### src/rtl/adc_pkg.sv
// Shared frame geometry and FSM state encoding for the serial ADC capture path.
package adc_pkg;

  localparam int FRAME_BITS = 16;
  localparam int LEAD_ZEROS = 4;
  localparam int DATA_BITS  = 12;
  localparam int OUT_BITS   = 8;
  localparam int BIT_CNT_W  = 5;

  localparam logic [BIT_CNT_W-1:0] LAST_BIT_CNT = BIT_CNT_W'(FRAME_BITS);

  typedef enum logic [1:0] {
    IDLE,
    CONV,
    QUIET
  } adc_state_e;

endpackage

### src/rtl/adc_sclk_gen.sv
// ADC serial clock generator: CLK_DIV clocks per phase, starting with a high setup
// phase, plus strobes flagging the clk edge that moves adc_sclk low->high or high->low.
module adc_sclk_gen #(
  parameter int CLK_DIV = 1
) (
  input  logic clk,
  input  logic rst_n,
  input  logic run_i,
  input  logic hold_high_i,
  output logic adc_sclk,
  output logic rise_stb,
  output logic fall_stb
);

  localparam int              PH_W    = $clog2(CLK_DIV + 1);
  localparam logic [PH_W-1:0] PH_LAST = PH_W'(CLK_DIV - 1);

  logic [PH_W-1:0] phase_q, phase_d;
  logic            sclk_q, sclk_d;
  logic            tick;

  // NOTE: every signal written here gets a default first so no path leaves it
  // unassigned; otherwise synthesis infers a latch.
  always_comb begin
    tick     = run_i && (phase_q == PH_LAST);
    rise_stb = tick && !sclk_q;
    fall_stb = tick && sclk_q;
    phase_d  = phase_q;
    sclk_d   = sclk_q;
    if (!run_i) begin
      phase_d = '0;
      sclk_d  = 1'b1;
    end else if (tick) begin
      phase_d = '0;
      // The final high phase must not fall: the frame ends with sclk parked high.
      sclk_d  = (fall_stb && hold_high_i) ? 1'b1 : ~sclk_q;
    end else begin
      phase_d = phase_q + 1'b1;
    end
  end

  // NOTE: sequential state uses non-blocking assignments so every register
  // samples the pre-edge values, independent of statement order.
  always_ff @(posedge clk or negedge rst_n) begin
    if (!rst_n) begin
      phase_q <= '0;
      sclk_q  <= 1'b1;
    end else begin
      phase_q <= phase_d;
      sclk_q  <= sclk_d;
    end
  end

  assign adc_sclk = sclk_q;

endmodule

### src/rtl/adc_serial_rx.sv
// Serial ADC front end: drives cs_n/sclk for 16-bit frames (4 lead zeros + 12 data bits)
// and delivers the sample with a one-cycle valid strobe.
module adc_serial_rx
  import adc_pkg::*;
#(
  parameter int CLK_DIV      = 1,
  parameter int QUIET_CYCLES = 3
) (
  input  logic                 clk,
  input  logic                 rst_n,
  input  logic                 enable,
  input  logic                 adc_sdata,
  output logic                 adc_cs_n,
  output logic                 adc_sclk,
  output logic [OUT_BITS-1:0]  sample,
  output logic [DATA_BITS-1:0] sample_raw,
  output logic                 sample_valid,
  output logic                 frame_err
);

  localparam int            QW         = $clog2(QUIET_CYCLES);
  localparam logic [QW-1:0] QUIET_LAST = QW'(QUIET_CYCLES - 1);

  adc_state_e              state_q, state_d;
  logic [BIT_CNT_W-1:0]    bit_cnt_q, bit_cnt_d;
  logic [FRAME_BITS-1:0]   shift_q, shift_d;
  logic [QW-1:0]           quiet_q, quiet_d;
  logic                    cs_n_q, cs_n_d;
  logic [OUT_BITS-1:0]     sample_q, sample_d;
  logic [DATA_BITS-1:0]    raw_q, raw_d;
  logic                    valid_q, valid_d;
  logic                    err_q, err_d;

  logic in_conv, last_bit, frame_done, rise_stb, fall_stb;

  assign in_conv    = (state_q == CONV);
  assign last_bit   = (bit_cnt_q == LAST_BIT_CNT);
  // The fall tick after the 16th capture closes the 16th high phase.
  assign frame_done = fall_stb && last_bit;

  adc_sclk_gen #(
    .CLK_DIV(CLK_DIV)
  ) u_sclk_gen (
    .clk         (clk),
    .rst_n       (rst_n),
    .run_i       (in_conv),
    .hold_high_i (last_bit),
    .adc_sclk    (adc_sclk),
    .rise_stb    (rise_stb),
    .fall_stb    (fall_stb)
  );

  always_ff @(posedge clk or negedge rst_n) begin
    if (!rst_n) begin
      state_q   <= IDLE;
      bit_cnt_q <= '0;
      shift_q   <= '0;
      quiet_q   <= '0;
      cs_n_q    <= 1'b1;
      sample_q  <= '0;
      raw_q     <= '0;
      valid_q   <= 1'b0;
      err_q     <= 1'b0;
    end else begin
      state_q   <= state_d;
      bit_cnt_q <= bit_cnt_d;
      shift_q   <= shift_d;
      quiet_q   <= quiet_d;
      cs_n_q    <= cs_n_d;
      sample_q  <= sample_d;
      raw_q     <= raw_d;
      valid_q   <= valid_d;
      err_q     <= err_d;
    end
  end

  always_comb begin
    state_d = state_q;
    unique case (state_q)
      IDLE:    if (enable) state_d = CONV;
      CONV:    if (frame_done) state_d = QUIET;
      QUIET:   if (quiet_q == QUIET_LAST) state_d = enable ? CONV : IDLE;
      default: state_d = IDLE;
    endcase
  end

  // Capture happens on the same edge that raises sclk; counters idle at zero outside CONV.
  always_comb begin
    bit_cnt_d = bit_cnt_q;
    shift_d   = shift_q;
    if (!in_conv) begin
      bit_cnt_d = '0;
    end else if (rise_stb) begin
      bit_cnt_d = bit_cnt_q + 1'b1;
      shift_d   = {shift_q[FRAME_BITS-2:0], adc_sdata};
    end
    quiet_d = (state_q == QUIET) ? quiet_q + 1'b1 : '0;
  end

  always_comb begin
    cs_n_d   = (state_d != CONV);
    valid_d  = frame_done;
    err_d    = frame_done && (|shift_q[FRAME_BITS-1 -: LEAD_ZEROS]);
    raw_d    = raw_q;
    sample_d = sample_q;
    if (frame_done) begin
      raw_d    = shift_q[DATA_BITS-1:0];
      sample_d = shift_q[DATA_BITS-1 -: OUT_BITS];
    end
  end

  assign adc_cs_n     = cs_n_q;
  assign sample       = sample_q;
  assign sample_raw   = raw_q;
  assign sample_valid = valid_q;
  assign frame_err    = err_q;

endmodule

### config.mk
export PLATFORM = sky130hd
export DESIGN_NAME = adc_serial_rx
export DESIGN_NICKNAME = d
export VERILOG_FILES = /design/src/rtl/adc_pkg.sv /design/src/rtl/adc_sclk_gen.sv /design/src/rtl/adc_serial_rx.sv
export SDC_FILE = /design/constraint.sdc
export NUM_CORES = 1
export LEC_CHECK = 0
export CELL_PAD_IN_SITES_DETAIL_PLACEMENT = 0
export CELL_PAD_IN_SITES_GLOBAL_PLACEMENT = 1
export CORE_MARGIN = 2
export CORE_UTILIZATION = 46
export CTS_CLUSTER_DIAMETER = 80
export DETAILED_ROUTE_END_ITERATION = 10
export GPL_ROUTABILITY_DRIVEN = 0
export PLACE_DENSITY_LB_ADDON = 0.1
export SYNTH_ARGS = -nofsm -noshare
export SYNTH_HDL_FRONTEND = slang
export SYNTH_HIERARCHICAL = 1
export SYNTH_SLANG_ARGS = --single-unit
### constraint.sdc
create_clock -name clk -period 2.64 [get_ports clk]
set_clock_uncertainty 0.05 [all_clocks]
set_input_delay 0.528 -clock clk [delete_from_list [all_inputs] [get_ports clk]]
set_output_delay 0.528 -clock clk [all_outputs]
set_load 0.05 [all_outputs]
# Yosys cells after proc, flatten, opt, wreduce, memory -nomap -nowiden
# Cells that the tools add are included.
totals:
  regBits: 50
  word_cells: 45
op_classes:
  eq_ne: 7
  bitwise: 2
  reduce_logical: 9
  add_sub_neg: 3
  n_mux: 13
op_table:
  columns: ["op", "count"]
  rows:
  - ["5-bit two-way mux", 2]
  - ["2-bit two-way mux", 4]
  - ["1-bit two-way mux", 6]
  - ["2-bit one-hot mux with 3 select lines", 1]
  - ["5-bit by 1-bit adder with 5-bit output, second input constant", 1]
  - ["5-bit equality test, second input constant", 1]
  - ["1-bit logical AND", 5]
  - ["2-bit equality test, second input constant", 2]
  - ["2-bit inequality test, second input constant", 2]
  - ["4-bit OR reduction", 1]
  - ["2-bit by 1-bit adder with 2-bit output, second input constant", 1]
  - ["2-bit by 1-bit equality test with 1-bit output, second input constant", 1]
  - ["2-bit zero test", 1]
  - ["2-bit by 1-bit inequality test with 1-bit output, second input constant", 1]
  - ["1-bit NOT", 2]
  - ["2-bit AND reduction", 1]
  - ["1-bit adder, second input constant", 1]
  - ["1-bit zero test", 1]

# Depth between registers and ports, before layout
depth:
  word_depth: 7
  ltp_mapped: 8

# By module
# Netlist, hierarchy kept.
by_module_without_submodules:
  columns: ["module", "seq_area_each_um2", "cells_per_inst", "area_per_inst_um2", "n_inst"]
  rows:
  - ["adc_serial_rx", 1002.2, 115, 1649.1, 1]
  - ["adc_sclk_gen", 51.3, 8, 96.3, 1]

# Worst setup path after synthesis
# Ideal clock, no wire load.
synth_timing:
  kind: "flip-flop to flip-flop"
  from: "reg state_q[1]"
  to: "reg shift_q[10]"
  synth_period_minus_slack_ns: 1.741
  t_arrival_ns: 1.566
  stages_incl_launch_ff: 9
  setup_ns: 0.125
  required_time_ns: 2.465
  slack_ns: 0.899
  cell_sequence: "dfrtp_1 nand2b_1 buf_6 inv_2 nor3b_1 buf_2 nand2_4 buf_6 mux2_2"
synth_between:
  elab_chain_len: 4
synth_rtl:
  columns: ["element", "line", "rtl"]
  rows:
  - ["from (decl)", "adc_serial_rx.sv:24", "adc_state_e state_q, state_d;"]
  - ["from (signal assigned)", "adc_serial_rx.sv:65", "state_q <= state_d;"]
  - ["2-bit by 1-bit equality test with 1-bit output", "adc_serial_rx.sv:36", "assign in_conv = (state_q == CONV);"]
  - ["net in_conv", "adc_serial_rx.sv:34", "logic in_conv, last_bit, frame_done, rise_stb, fall_stb;"]
  - ["1-bit logical AND", "adc_sclk_gen.sv:25", "tick = run_i && (phase_q == PH_LAST);"]
  - ["1-bit logical AND", "adc_sclk_gen.sv:26", "rise_stb = tick && !sclk_q;"]
  - ["net rise_stb", "adc_serial_rx.sv:34", null]
  - ["2-bit AND reduction (no line)", null, null]
  - ["to (signal assigned)", "adc_serial_rx.sv:67", "shift_q <= shift_d;"]
  - ["to (decl)", "adc_serial_rx.sv:26", "logic [FRAME_BITS-1:0] shift_q, shift_d;"]
# The timed path passes the listed nets, and every way through them passes these cells.
# A chain may end at the register's enable or synchronous reset.

# Worst setup path in the final report
layout_timing:
  from: "reg u_sclk_gen.sclk_q, in the netlist u_sclk_gen/adc_sclk"
  to: "out adc_sclk"
layout_rtl:
  columns: ["element", "line", "rtl"]
  rows:
  - ["from (decl)", "adc_sclk_gen.sv:19", "logic sclk_q, sclk_d;"]
  - ["from (signal assigned)", "adc_sclk_gen.sv:50", "sclk_q <= sclk_d;"]
  - ["to (decl)", "adc_serial_rx.sv:14", "output logic adc_sclk,"]
# No word-level cell between the ends.

==> impl_metrics.json <==
{
  "crit_path_top_delay_cell": "sky130_fd_sc_hd__clkdlybuf4s50_1",
  "drive_gt1_share_pct": 31.3,
  "clk_path_buf_depth": 2,
  "grt_pass1_wl_um": 4350,
  "synth_seq_cells": 42,
  "grt_usage_pct": 13.7,
  "grt_start_max_net_pins": 43,
  "cellPowerDensity_nw_per_um2": 1070,
  "timing.setup.tns_ps": 0,
  "number_of_antenna_violations_at_the_first_check_in_global_routing": 0,
  "area_fraction_of_the_dominant_cell_type_after_synthesis_pct": 57.3,
  "dieWidth_um": 65.6,
  "worst-setup-path-type": "reg2out",
  "final_core_density_pct": 57.0,
  "time_the_worst_path_needs_with_i_o_delays_and_setup_ps": 2230,
  "total_die_area_um2": 4300,
  "area_growth_syn_to_layout_pct": 19.6,
  "worstPathMaxFanout": 5,
  "synth_seq_area_share_pct": 60.4,
  "cap_violations": 0,
  "via_count_of_the_first_global_routing_pass": 978,
  "drt_drc_violations_left": 0,
  "power.net_switching_uw": 771,
  "syn_std_cell_area_um2": 1750,
  "floorplan.core_area_um2": 3660,
  "worst-endpoint-arrival_ps": 1650,
  "top_level_ports": 28,
  "pwr-share-clk_pct": 21.6,
  "detail_route.iter0.violations": 51,
  "critical_path_required_ps": 2060,
  "area_taken_by_multi_input_logic_gates_um2": 574,
  "worst-path-buf-inv": 1,
  "synth_area_leader_cell": "sky130_fd_sc_hd__dfrtp_1",
  "total_leakage_power_nw": 0.985,
  "cts.root.buffer_cell": "sky130_fd_sc_hd__clkbuf_8",
  "clk_pin_slew_ps": 80,
  "die_height_um": 65.6,
  "crit_path_cell_trace": "clkdlybuf4s50_1",
  "final_net_count": 153,
  "antenna_cells": 0,
  "global_route.overflow_total": 0,
  "postRouteAntennaNets": 0,
  "wl_per_cell_um": 12.9,
  "power.sequential.fraction_pct": 44.5,
  "timing.critical_path.max_delay_family": "buffers and inverters",
  "cts.hold.buffers_added": 0,
  "timing_hold_violations_final": 0,
  "yosys_cell_types": 27,
  "yosysWarningCount": 6,
  "design_power_total_mw": 2.24,
  "routed_wirelength_um": 2520,
  "synth.avg_cell_area_um2": 14.2,
  "holdCritPathClass": "in2async",
  "rsz_0062_raised_after_global_routing": "false",
  "combPwrFrac_pct": 33.8,
  "finalCritPeriodShare_pct": 84.4,
  "setup_viol": 0,
  "slew_violations": 0,
  "timing.max_slew.rel_slack_pct": 40.0,
  "buffers_inserted_by_post_cts_timing_repair": 0,
  "detailroute.via_count": 956,
  "max_freq_mhz": 449,
  "endpoint_kind": "output pin",
  "whs_ps": 311,
  "fillers": 303,
  "yosys-top-cells-count": "sky130_fd_sc_hd__dfrtp_1, sky130_fd_sc_hd__mux2_2, sky130_fd_sc_hd__buf_4, sky130_fd_sc_hd__nor2_1, sky130_fd_sc_hd__inv_1",
  "cts_tree": "done",
  "worst-slew-pin-transition_ps": 900,
  "ir_drop_mv": 0.511,
  "synth.most_common_cell": "sky130_fd_sc_hd__dfrtp_1",
  "post_synth_inst_count": 123,
  "syn_nets": 130,
  "floorplan.initialDensity_pct": 47.7,
  "cellInternalPower_mw": 1.47,
  "layout.area.seq_um2": 1050,
  "netlist_top_cells_area": "sky130_fd_sc_hd__dfrtp_1, sky130_fd_sc_hd__mux2_2, sky130_fd_sc_hd__buf_4",
  "cts_resized": 0,
  "synth_top_flop_cell": "sky130_fd_sc_hd__dfrtp_1",
  "cts_buffers": 5,
  "detail_route.vias_per_cell": 4.90,
  "clk-insertion-delay-late_ps": 290,
  "cts_max_level": 2,
  "synth_async_sr_flop_share_pct": 100,
  "max_stage_delay_ps": 800,
  "critical_path.startpoint_type": "flip-flop",
  "stdcell_count": 195,
  "rows": 22,
  "clkSinkCount": 42,
  "synth_edf_count": 0,
  "outcome": "complete, no violations",
  "port-buffer-count": 27,
  "power_switching_share_pct": 34.4,
  "place_inst": 187,
  "dp_hpwl_um": 1760,
  "drt_pre_antenna_iters": 4
}
[layout make-up]
class                   count  share of cell area [%]
flip-flops and latches     42                    50.4
clock buffers               5                    3.30
inverters                   5                   0.899
repair buffers             28                    13.1
well taps                  48                    2.88
clock inverters             3                    1.92
multi-input cells          64                    27.5
[path summary, 6_finish.rpt]
check,startpoint,to,slack [ps],cells past startpoint
worst max-delay path,u_sclk_gen/adc_sclk,adc_sclk,410,1
worst min-delay path,rst_n,bit_cnt_q[2],310,1
worst max register to register,state_q[1],shift_q[7],780,6
worst min register to register,quiet_q[0],quiet_q[0],370,1
max in group asynchronous,rst_n,sample[4],1670,1
min in group clk,quiet_q[0],quiet_q[0],370,1
[stage by stage]
stage	setup slack (ps)	cell area, µm²
after floorplan	899	1750
after global placement	732	1980
after detailed placement	717	1980
after CTS	395	2090
after global routing	373	2090
final	412	2090
[flip-flops by register name (all words and copies together), names as in the netlist]
register	cells
sample_valid	1
shift_q	16
u_sclk_gen/phase_q	1
frame_err	1
adc_cs_n	1
state_q	2
sample	8
sample_raw	4
u_sclk_gen/adc_sclk	1
quiet_q	2
bit_cnt_q	5
[power by group through the flow]
stage                     Clock (mW)  Sequential [mW]  Combinational, mW
after floorplan                    0             1.14              0.448
after global placement             0             1.00              0.754
after detailed placement           0             1.02              0.768
after CTS                      0.505             1.00              0.770
after global routing           0.534             1.03              0.815
final                          0.485            0.998              0.758
[kinds of logic after synthesis]
kind of cell | count (synthesis) | synth area share, %
fa+ha+maj | 3 | 2.15
flops | 42 | 60.4
buf+inv | 17 | 6.74
xor+xnor | 4 | 2.01
mux | 29 | 18.6
simple gates | 23 | 8.39
other cells | 1 | 0.215
compound gates | 4 | 1.51
[cell usage in the layout, fill, tap and decap left out]
cell                              instances
sky130_fd_sc_hd__a2bb2oi_1                1
sky130_fd_sc_hd__mux2_2                  28
sky130_fd_sc_hd__buf_2                    1
sky130_fd_sc_hd__clkinv_2                 2
sky130_fd_sc_hd__o21ai_1                  1
sky130_fd_sc_hd__and3b_2                  1
sky130_fd_sc_hd__xnor2_1                  1
sky130_fd_sc_hd__o22ai_1                  2
sky130_fd_sc_hd__ha_1                     3
sky130_fd_sc_hd__clkbuf_8                 5
sky130_fd_sc_hd__nor4_1                   1
sky130_fd_sc_hd__dfstp_2                  2
sky130_fd_sc_hd__inv_2                    1
sky130_fd_sc_hd__nor2b_1                  1
sky130_fd_sc_hd__and4bb_2                 1
sky130_fd_sc_hd__nand2b_1                 3
sky130_fd_sc_hd__nor2_1                   8
sky130_fd_sc_hd__dfrtp_1                 40
sky130_fd_sc_hd__conb_1                   1
sky130_fd_sc_hd__nor3b_1                  1
sky130_fd_sc_hd__mux2i_1                  1
sky130_fd_sc_hd__nand2_1                  2
sky130_fd_sc_hd__nor3b_2                  1
sky130_fd_sc_hd__buf_4                    1
sky130_fd_sc_hd__xor2_1                   3
sky130_fd_sc_hd__nand2_4                  2
sky130_fd_sc_hd__bufinv_16                1
sky130_fd_sc_hd__nand4_1                  2
sky130_fd_sc_hd__inv_1                    4
sky130_fd_sc_hd__clkdlybuf4s50_1         26
[layer usage]
metal / part of all wire (%) / track usage (%) / up-vias / wire length [µm]
met4: 1.5 / 4.69 / 0 / 37
li1: - / - / 452 / -
met1: 44 / 16.3 / 480 / 1100
met3: 5.0 / 5.14 / 5 / 125
met2: 50 / 22.8 / 19 / 1260
met5: 0 / 0 / - / 0
No activity file was read; power rests on OpenSTA's default activity.
